**config.mk**
```make
export PLATFORM = sky130hd
export DESIGN_NAME = ir_fetch
export DESIGN_NICKNAME = d
export VERILOG_FILES = /design/src/rtl/fetch_pkg.sv /design/src/rtl/prefetch_buf.sv /design/src/rtl/ir_fetch.sv
export SDC_FILE = /design/constraint.sdc
export NUM_CORES = 1
export LEC_CHECK = 0
export CORE_MARGIN = 1.5
export CORE_UTILIZATION = 40
export CTS_CLUSTER_DIAMETER = 120
export DETAILED_ROUTE_END_ITERATION = 7
export PLACE_DENSITY = 0.77
export SLEW_MARGIN = 20
export SYNTH_ARGS = -nofsm -noshare
export SYNTH_HDL_FRONTEND = slang
export SYNTH_SLANG_ARGS = --single-unit
```
**constraint.sdc**
```tcl
create_clock -name clk -period 3.4 [get_ports clk]
set_input_delay 0.85 -clock clk [delete_from_list [all_inputs] [get_ports clk]]
set_output_delay 0.85 -clock clk [all_outputs]
set_load 0.01 [all_outputs]
```
**src/rtl/fetch_pkg.sv**
```systemverilog
// fetch_pkg: shared state encoding and constants for the ir_fetch unit.
package fetch_pkg;

   typedef enum logic [1:0] {
      IDLE     = 2'd0,
      FETCH    = 2'd1,
      PREFETCH = 2'd2
   } fetch_state_t;

   localparam logic [31:0] PC_STEP          = 32'd4;
   localparam logic [31:0] DEFAULT_RESET_PC = 32'h0000_0000;

   // Address of the next sequential instruction word (wraps mod 2^32).
   function automatic logic [31:0] next_word(input logic [31:0] addr);
      return addr + PC_STEP;
   endfunction

endpackage

```
**src/rtl/prefetch_buf.sv**
```systemverilog
// prefetch_buf: one-entry prefetch buffer with address tag, flush, and a
// flag marking the in-flight prefetch response as one to throw away.
module prefetch_buf
   import fetch_pkg::*;
(
   input  logic        clk,
   input  logic        rst,
   input  logic [31:0] tag,          // current PC, compared against stored address
   input  logic        fill,         // store a clean prefetch response
   input  logic [31:0] fill_addr,
   input  logic [31:0] fill_data,
   input  logic        consume,      // entry handed to the IR
   input  logic        flush,        // entry no longer useful
   input  logic        pf_active,    // unit is in PREFETCH next cycle
   input  logic        pf_continue,  // same prefetch request still outstanding
   input  logic        discard_set,  // response of the outstanding prefetch is stale
   output logic        hit,
   output logic [31:0] data,
   output logic        discard
);

   logic        pb_valid_r;
   logic [31:0] pb_addr_r;
   logic [31:0] pb_data_r;
   logic        discard_r;

   // Buffer entry: filled by a clean prefetch response, cleared when consumed or flushed.
   always_ff @(posedge clk or posedge rst) begin
      if (rst) begin
         pb_valid_r <= 1'b0;
         pb_addr_r  <= 32'h0000_0000;
         pb_data_r  <= 32'h0000_0000;
      end else if (fill) begin
         pb_valid_r <= 1'b1;
         pb_addr_r  <= fill_addr;
         pb_data_r  <= fill_data;
      end else if (consume || flush) begin
         pb_valid_r <= 1'b0;
      end else begin
         pb_valid_r <= pb_valid_r;
      end
   end

   // Discard flag lives only as long as the prefetch request it was raised for.
   always_ff @(posedge clk or posedge rst) begin
      if (rst) begin
         discard_r <= 1'b0;
      end else begin
         discard_r <= pf_active && (discard_set || (pf_continue && discard_r));
      end
   end

   assign hit     = pb_valid_r && (pb_addr_r == tag);
   assign data    = pb_data_r;
   assign discard = discard_r;

endmodule

```
**src/rtl/ir_fetch.sv**
```systemverilog
// ir_fetch: owns the PC, fetches instruction words over a req/ack handshake
// into the IR, and executes the controller's write_pc / write_ir strobes.
// Optional one-entry prefetch buffer enabled by defining FETCH_PREFETCH_EN.
module ir_fetch
   import fetch_pkg::*;
#(
   parameter logic [31:0] RESET_PC = DEFAULT_RESET_PC
) (
   input  logic        clk,
   input  logic        rst,
   input  logic        write_ir,
   input  logic        write_pc,
   input  logic        pc_load,
   input  logic [31:0] pc_new,
   output logic        imem_req,
   output logic [31:0] imem_addr,
   input  logic [31:0] imem_rdata,
   input  logic        imem_ack,
   output logic [31:0] I,
   output logic        W_IR_valid,
   output logic [31:0] pc
);

   fetch_state_t state_r, state_s;
   logic [31:0]  pc_r, pc_s;
   logic [31:0]  ir_r, ir_s;
   logic         valid_r, valid_s;
   logic         req_r;
   logic [31:0]  addr_r, addr_s;

`ifdef FETCH_PREFETCH_EN
   logic        hit_s, discard_s, match_s, pc_flush_s;
   logic [31:0] pb_data_s;
   logic        fill_s, consume_s, flush_s, discard_set_s;
   logic        pend_r, pend_s;
   logic [31:0] pend_addr_r, pend_addr_s;

   assign match_s    = (addr_r == pc_r);
   assign pc_flush_s = write_pc && pc_load;

   prefetch_buf u_prefetch_buf (
      .clk         (clk),
      .rst         (rst),
      .tag         (pc_r),
      .fill        (fill_s),
      .fill_addr   (addr_r),
      .fill_data   (imem_rdata),
      .consume     (consume_s),
      .flush       (flush_s),
      .pf_active   (state_s == PREFETCH),
      .pf_continue ((state_r == PREFETCH) && !imem_ack),
      .discard_set (discard_set_s),
      .hit         (hit_s),
      .data        (pb_data_s),
      .discard     (discard_s)
   );

   // Pending fetch request raised by a mismatching write_ir during a prefetch.
   always_ff @(posedge clk or posedge rst) begin
      if (rst) begin
         pend_r      <= 1'b0;
         pend_addr_r <= 32'h0000_0000;
      end else begin
         pend_r      <= pend_s;
         pend_addr_r <= pend_addr_s;
      end
   end
`endif

   // PC next value: load target, sequential step, or hold.
   always_comb begin
      if (write_pc) begin
         if (pc_load) pc_s = pc_new;
         else         pc_s = next_word(pc_r);
      end else begin
         pc_s = pc_r;
      end
   end

   // State register plus all registered outputs.
   always_ff @(posedge clk or posedge rst) begin
      if (rst) begin
         state_r <= IDLE;
         pc_r    <= RESET_PC;
         ir_r    <= 32'h0000_0000;
         valid_r <= 1'b0;
         req_r   <= 1'b0;
         addr_r  <= 32'h0000_0000;
      end else begin
         state_r <= state_s;
         pc_r    <= pc_s;
         ir_r    <= ir_s;
         valid_r <= valid_s;
         req_r   <= (state_s != IDLE);
         addr_r  <= addr_s;
      end
   end

   // Next-state logic; write_ir during FETCH is ignored, acks in IDLE are ignored.
   always_comb begin
      state_s = state_r;
      case (state_r)
         IDLE: begin
            if (write_ir) begin
`ifdef FETCH_PREFETCH_EN
               if (hit_s) state_s = PREFETCH;
               else       state_s = FETCH;
`else
               state_s = FETCH;
`endif
            end else begin
               state_s = IDLE;
            end
         end
         FETCH: begin
            if (imem_ack) begin
`ifdef FETCH_PREFETCH_EN
               state_s = PREFETCH;
`else
               state_s = IDLE;
`endif
            end else begin
               state_s = FETCH;
            end
         end
`ifdef FETCH_PREFETCH_EN
         PREFETCH: begin
            if (imem_ack) begin
               if (pend_r)                   state_s = FETCH;
               else if (write_ir && match_s) state_s = PREFETCH;
               else if (write_ir)            state_s = FETCH;
               else                          state_s = IDLE;
            end else if (write_ir && !pend_r && match_s) begin
               state_s = FETCH;
            end else begin
               state_s = PREFETCH;
            end
         end
`endif
         default: state_s = IDLE;
      endcase
   end

   // Output/datapath decisions: IR load, valid flag, request address.
   always_comb begin
      ir_s    = ir_r;
      valid_s = valid_r;
      addr_s  = addr_r;
`ifdef FETCH_PREFETCH_EN
      pend_s        = pend_r;
      pend_addr_s   = pend_addr_r;
      fill_s        = 1'b0;
      consume_s     = 1'b0;
      flush_s       = pc_flush_s;
      discard_set_s = pc_flush_s;
`endif
      case (state_r)
         IDLE: begin
            if (write_ir) begin
`ifdef FETCH_PREFETCH_EN
               if (hit_s) begin
                  ir_s      = pb_data_s;
                  valid_s   = 1'b1;
                  addr_s    = next_word(pc_r);
                  consume_s = 1'b1;
               end else begin
                  valid_s = 1'b0;
                  addr_s  = pc_r;
                  flush_s = 1'b1;
               end
`else
               valid_s = 1'b0;
               addr_s  = pc_r;
`endif
            end else begin
               valid_s = valid_r;
            end
         end
         FETCH: begin
            if (imem_ack) begin
               ir_s    = imem_rdata;
               valid_s = 1'b1;
`ifdef FETCH_PREFETCH_EN
               addr_s  = next_word(addr_r);
`endif
            end else begin
               valid_s = valid_r;
            end
         end
`ifdef FETCH_PREFETCH_EN
         PREFETCH: begin
            if (imem_ack) begin
               pend_s = 1'b0;
               if (pend_r) begin
                  addr_s = pend_addr_r;
               end else if (write_ir && match_s) begin
                  ir_s    = imem_rdata;
                  valid_s = 1'b1;
                  addr_s  = next_word(addr_r);
               end else if (write_ir) begin
                  valid_s = 1'b0;
                  addr_s  = pc_r;
                  flush_s = 1'b1;
               end else begin
                  fill_s = !discard_s && !pc_flush_s;
               end
            end else if (write_ir && !pend_r) begin
               valid_s = 1'b0;
               if (match_s) begin
                  addr_s = addr_r;
               end else begin
                  pend_s        = 1'b1;
                  pend_addr_s   = pc_r;
                  discard_set_s = 1'b1;
                  flush_s       = 1'b1;
               end
            end else begin
               valid_s = valid_r;
            end
         end
`endif
         default: begin
            valid_s = valid_r;
         end
      endcase
   end

   assign imem_req   = req_r;
   assign imem_addr  = addr_r;
   assign I          = ir_r;
   assign W_IR_valid = valid_r;
   assign pc         = pc_r;

endmodule

```
After elaboration in Yosys (flattened, before gate mapping)
Index checks and enable logic that the tools add are counted.
{"block": "totals", "reg_bits": 100, "ramBits": 0, "output_inout_bits": 98, "romBits": 0, "latch_bits": 0, "n_memories": 0, "wordCells": 23, "input_bits": 70}
{"block": "classes", "shift": 0, "eq_ne": 3, "n_mul": 0, "n_reduce_logical": 6, "muxes": 7, "order_cmp": 0, "n_addsub": 1, "bitwise_logic": 0, "n_div": 0}
{"operator": "32-bit by 3-bit adder with 32-bit output (second input constant)", "n": 1}
{"operator": "32-bit two-way mux", "n": 1}
{"operator": "1-bit two-way mux", "n": 4}
{"operator": "2-bit inequality test (second input constant)", "n": 2}
{"operator": "2-bit case mux with 2 select lines", "n": 1}
{"operator": "2-bit AND reduction", "n": 2}
{"operator": "2-bit nonzero test", "n": 2}
{"operator": "3-bit AND reduction", "n": 1}
{"operator": "2-bit by 1-bit equality test with 1-bit output (second input constant)", "n": 1}
{"operator": "2-bit zero test", "n": 1}
{"operator": "1-bit case mux with 2 select lines", "n": 1}

Depth between registers and ports, before layout
{"block": "logic_depth", "word_depth": 3, "ltp_mapped": 6, "depth_no_buf": 5}

Worst setup path after synthesis
No wires, ideal clock.
{"block": "synth_path", "path_kind": "input to register", "from": "in write_ir", "to": "reg addr_r[10], in the netlist imem_addr[10]", "setup_slack_ns": 1.400, "path_stages": 4, "n_path_buf": 2, "required_time_ns": 3.275, "arrival_time_ns": 1.876, "setup_time_ns": 0.125, "cell_sequence": "nor2b_1 -> clkbuf_1 -> clkbuf_1 -> mux2_2"}
{"block": "synth_between", "elab_chain_cells": 1}
{"item": "start: declaration", "line_no": "ir_fetch.sv:11", "rtl": "input logic write_ir,"}
{"item": "2-bit AND reduction (no line)"}
{"item": "end signal: assignment", "line_no": "ir_fetch.sv:95", "rtl": "addr_r <= addr_s;"}
{"item": "end: declaration", "line_no": "ir_fetch.sv:29", "rtl": "logic [31:0] addr_r, addr_s;"}
Every way passes these cells.
A chain may end at the register's enable or synchronous reset.

==> metrics.log <==
[metrics] All-Layer GR Usage: 21.2%
[metrics] Wirelength per Cell: 18.0 um
[metrics] VDD IR-drop max: 0.000263 V
[metrics] cell-internal power: 0.00288 W
[metrics] most frequent cells in the layout: sky130_fd_sc_hd__clkdlybuf4s50_1 (167), sky130_fd_sc_hd__dfrtp_1 (98), sky130_fd_sc_hd__mux2_2 (64)
[metrics] Most used DFF post-synth: sky130_fd_sc_hd__dfrtp_1
[metrics] outcome: completed
[metrics] total clock sinks: 98
[metrics] Row Count: 38
[metrics] most common cell after layout, fill and taps aside: sky130_fd_sc_hd__clkdlybuf4s50_1
[metrics] Non-Filler Instances: 701
[metrics] die height: 109 um
[metrics] CTS root buffer: sky130_fd_sc_hd__clkbuf_16
[metrics] worst path arrival time: 2.73 ns
[metrics] mean instance size in the synthesized netlist: 11.5 um^2
[metrics] max-slew violation count: 0
[metrics] post-route fraction of the period consumed by the critical path: 73.3%
[metrics] global-route wire length before repair: 19.5 mm
[metrics] element type at the critical path start: input pin
[metrics] Async SR Flop Fraction: 100%
[metrics] Bufs on Longest Clock Path: 2
[metrics] Clock Pin Slew Worst Setup and Hold Paths: 0.07 ns
[metrics] number of buffers added for setup after CTS: 0
[metrics] Worst Path Max Fanout: 20
[metrics] mux contribution to synthesized area: 16.2%
[metrics] Synth Area in Simple Gates: 14.3%
[metrics] part of the power in registers: 41.2%
[metrics] netlist area before placement: 4520 um^2
[metrics] number of flops mapped to enable cells by yosys: 0
[metrics] area overhead of the layout relative to synthesis: 48.1%
[metrics] count of endpoints failing hold in the final timing report: 0
[metrics] kind of capture point of the worst setup path: flop
[metrics] area of the die: 11,900 um^2
[metrics] total routed wirelength: 12.6 mm
[metrics] main combinational cell family by area after synthesis: multiplexers
[metrics] via count of the first global-routing pass: 3,730
[metrics] # setup viols final: 0
[metrics] switching power of the nets: 0.00113 W
[metrics] number of hold-repair buffers added at the cts stage: 0
[metrics] number of buffers created by CTS: 9
[metrics] detail-routed via count per cell: 5.56
[metrics] worst clock skew: 0.00756 ns
[metrics] Top Ports: 168
[metrics] setup repair after global routing missed its margin: no
[metrics] adder-cell area share of the yosys netlist: 0.277%
[metrics] Worst Max-Slew Pin Slew: 0.677 ns
[metrics] number of DRC violations after detailed-routing iteration 0: 323
[metrics] weighted congestion at the end of routability-driven global placement: 0.869
[metrics] required time of the critical path: 3.64 ns
[metrics] Fmax: 401 MHz
[metrics] post-synthesis sequential area ratio: 54.3%
[metrics] relative slew slack: 54.7%
[metrics] crit path time final: 2.49 ns
[metrics] placed cell count: 685
[metrics] cell area power density: 599 nW/um^2
[metrics] width of the chip: 109 um
[metrics] Post-CTS Resized: 0
[metrics] combinational share of power: 31.2%
[metrics] number of detailed-routing iterations run before antenna repair: 6
[metrics] post-synthesis compound-gate area fraction: 12.2%
[metrics] Distinct cells, synth: 57
[metrics] fraction of power consumed by the clock network: 27.6%
[metrics] synthesized net count: 464
[metrics] initial cell density of the core: 41.3%
[metrics] number of cells produced by synthesis: 393
[metrics] number of maximum-capacitance violations: 0
[metrics] Detail Route Antenna Nets: 0
[metrics] via total after detailed routing: 3,896
[metrics] GRT overflow: 0
[metrics] layout cells sized above 1: 17.5%
[metrics] final HPWL from detailed placement: 9.01 mm
[metrics] number of synthesized register bits: 98
[metrics] class of the most critical setup path: input pin to flop
[metrics] path category of the worst min-delay check: flop to flop
[metrics] number of I/O port buffers: 167
[metrics] TritonCTS clock tree: built
[metrics] Final TNS setup: 0 ns
[metrics] switching portion of total power: 28.2%
[metrics] CTS H-Tree Depth: 3
[metrics] parity-gate share of the synthesized area counting xor and xnor cells: 0%
[metrics] pin count of the biggest net entering global routing: 99
[metrics] layout filler cell count: 893
[metrics] Final nets: 627
[metrics] count of yosys warnings during synthesis: 0
[metrics] Core Box Area: 10,900 um^2
[metrics] Antenna diodes: 0
[metrics] post-detailed-route DRC marker count: 0
[metrics] antenna violations before repair: 0
[metrics] later-pin clock latency in the skew report: 0.34 ns
[metrics] standby leakage power: 2.65 nW
flip-flops by register name, summed over array words and instances, names as in the netlist:
| name | cells |
|---|---|
| I | 32 |
| W_IR_valid | 1 |
| imem_addr | 32 |
| imem_req | 1 |
| pc | 32 |
path summary, 6_finish.rpt:
| kind | start | to | slack (ns) | depth (start not counted) |
|---|---|---|---|---|
| max | write_pc | pc[26] | 0.91 | 5 |
| min reg2reg | imem_addr[10] | imem_addr[10] | 0.51 | 1 |
| min | imem_addr[10] | imem_addr[10] | 0.51 | 1 |
| min in group asynchronous | rst | imem_addr[16] | 1.01 | 3 |
| max reg2reg | pc[2] | pc[22] | 1.10 | 5 |
| max in group asynchronous | rst | I[10] | 2.00 | 3 |
final cells by class:
| class | instances | area [um^2] | area share (%) |
|---|---|---|---|
| clock buffer | 11 | 243 | 3.63 |
| clock inverter | 5 | 86.3 | 1.29 |
| inverter | 7 | 30.0 | 0.449 |
| multi-input combinational | 263 | 1950 | 29.1 |
| sequential | 98 | 2450 | 36.6 |
| tap | 140 | 175 | 2.62 |
| timing repair buffer | 177 | 1760 | 26.3 |
cells by family after synthesis:
logic type / count (synthesis)
AO/OA/AOI/OAI: 77
multiplexers: 65
flip-flops: 98
AND/OR/NAND/NOR: 120
buffers and inverters: 32
adder cells (fa/ha/maj): 1
synth_stat cells (3+ instances only):
| cell | count | area (um^2) |
|---|---|---|
| sky130_fd_sc_hd__dfrtp_1 | 98 | 2450 |
| sky130_fd_sc_hd__mux2_2 | 64 | 721 |
| sky130_fd_sc_hd__nand2_1 | 24 | 90.1 |
| sky130_fd_sc_hd__nor2_1 | 20 | 75.1 |
| sky130_fd_sc_hd__clkbuf_1 | 16 | 60.1 |
| sky130_fd_sc_hd__o21ai_0 | 14 | 70.1 |
| sky130_fd_sc_hd__a21oi_1 | 13 | 65.1 |
| sky130_fd_sc_hd__nand3_1 | 11 | 55.1 |
| sky130_fd_sc_hd__nor3_1 | 11 | 55.1 |
| sky130_fd_sc_hd__a311oi_1 | 10 | 87.6 |
| sky130_fd_sc_hd__nor4_1 | 9 | 56.3 |
| sky130_fd_sc_hd__nand4_1 | 8 | 50.1 |
| sky130_fd_sc_hd__and3_1 | 7 | 43.8 |
| sky130_fd_sc_hd__inv_1 | 6 | 22.5 |
| sky130_fd_sc_hd__or3_1 | 6 | 37.5 |
| sky130_fd_sc_hd__buf_1 | 5 | 18.8 |
| sky130_fd_sc_hd__a211oi_1 | 4 | 30.0 |
| sky130_fd_sc_hd__a31oi_1 | 4 | 25.0 |
| sky130_fd_sc_hd__and2_1 | 4 | 25.0 |
| sky130_fd_sc_hd__nand2b_1 | 4 | 25.0 |
| sky130_fd_sc_hd__a22o_1 | 3 | 26.3 |
| sky130_fd_sc_hd__a22oi_1 | 3 | 22.5 |
| sky130_fd_sc_hd__buf_2 | 3 | 15.0 |
power groups by stage:
| stage | clock network, W | logic, W | registers [W] |
|---|---|---|---|
| after floorplan | 0 | 0.000408 | 0.00176 |
| after global placement | 0 | 0.00124 | 0.00165 |
| after detailed placement | 0 | 0.00126 | 0.00167 |
| after CTS | 0.00114 | 0.00127 | 0.00165 |
| after global routing | 0.00118 | 0.00135 | 0.00169 |
| final | 0.00111 | 0.00125 | 0.00165 |
worst max-delay path: stages:
cell and delay [ns]:
sky130_fd_sc_hd__clkdlybuf4s50_1 0.76, sky130_fd_sc_hd__buf_4 0.33, sky130_fd_sc_hd__nand2b_1 0.21, sky130_fd_sc_hd__or3_1 0.37
sky130_fd_sc_hd__o211ai_1 0.21
per-stage QoR:
stage | util [%] | hold slack (ns) | setup slack, ns | power, W | cell area [um^2]
3_3_place_gp | 58.2 | 0.485 | 0.620 | 0.00289 | 6370
4_1_cts | 61.2 | 0.509 | 0.942 | 0.00406 | 6700
5_1_grt | 61.2 | 0.520 | 0.781 | 0.00422 | 6700
2_1_floorplan | - | 0.525 | 1.39 | 0.00216 | 4520
3_5_place_dp | 58.2 | 0.494 | 0.601 | 0.00294 | 6370
6_report | 61.2 | 0.506 | 0.908 | 0.00401 | 6700
layer usage:
metal / global-route usage (%) / routed length, um / part of all wire (%) / up-vias
met5: 0 / 0 / 0 / -
met1: 27.7 / 5310 / 42 / 1875
met2: 35.5 / 6010 / 48 / 211
met4: 7.70 / 156 / 1.2 / 0
met3: 3.68 / 1110 / 8.8 / 14
li1: - / - / - / 1796
(Power assumes the default switching activity.)
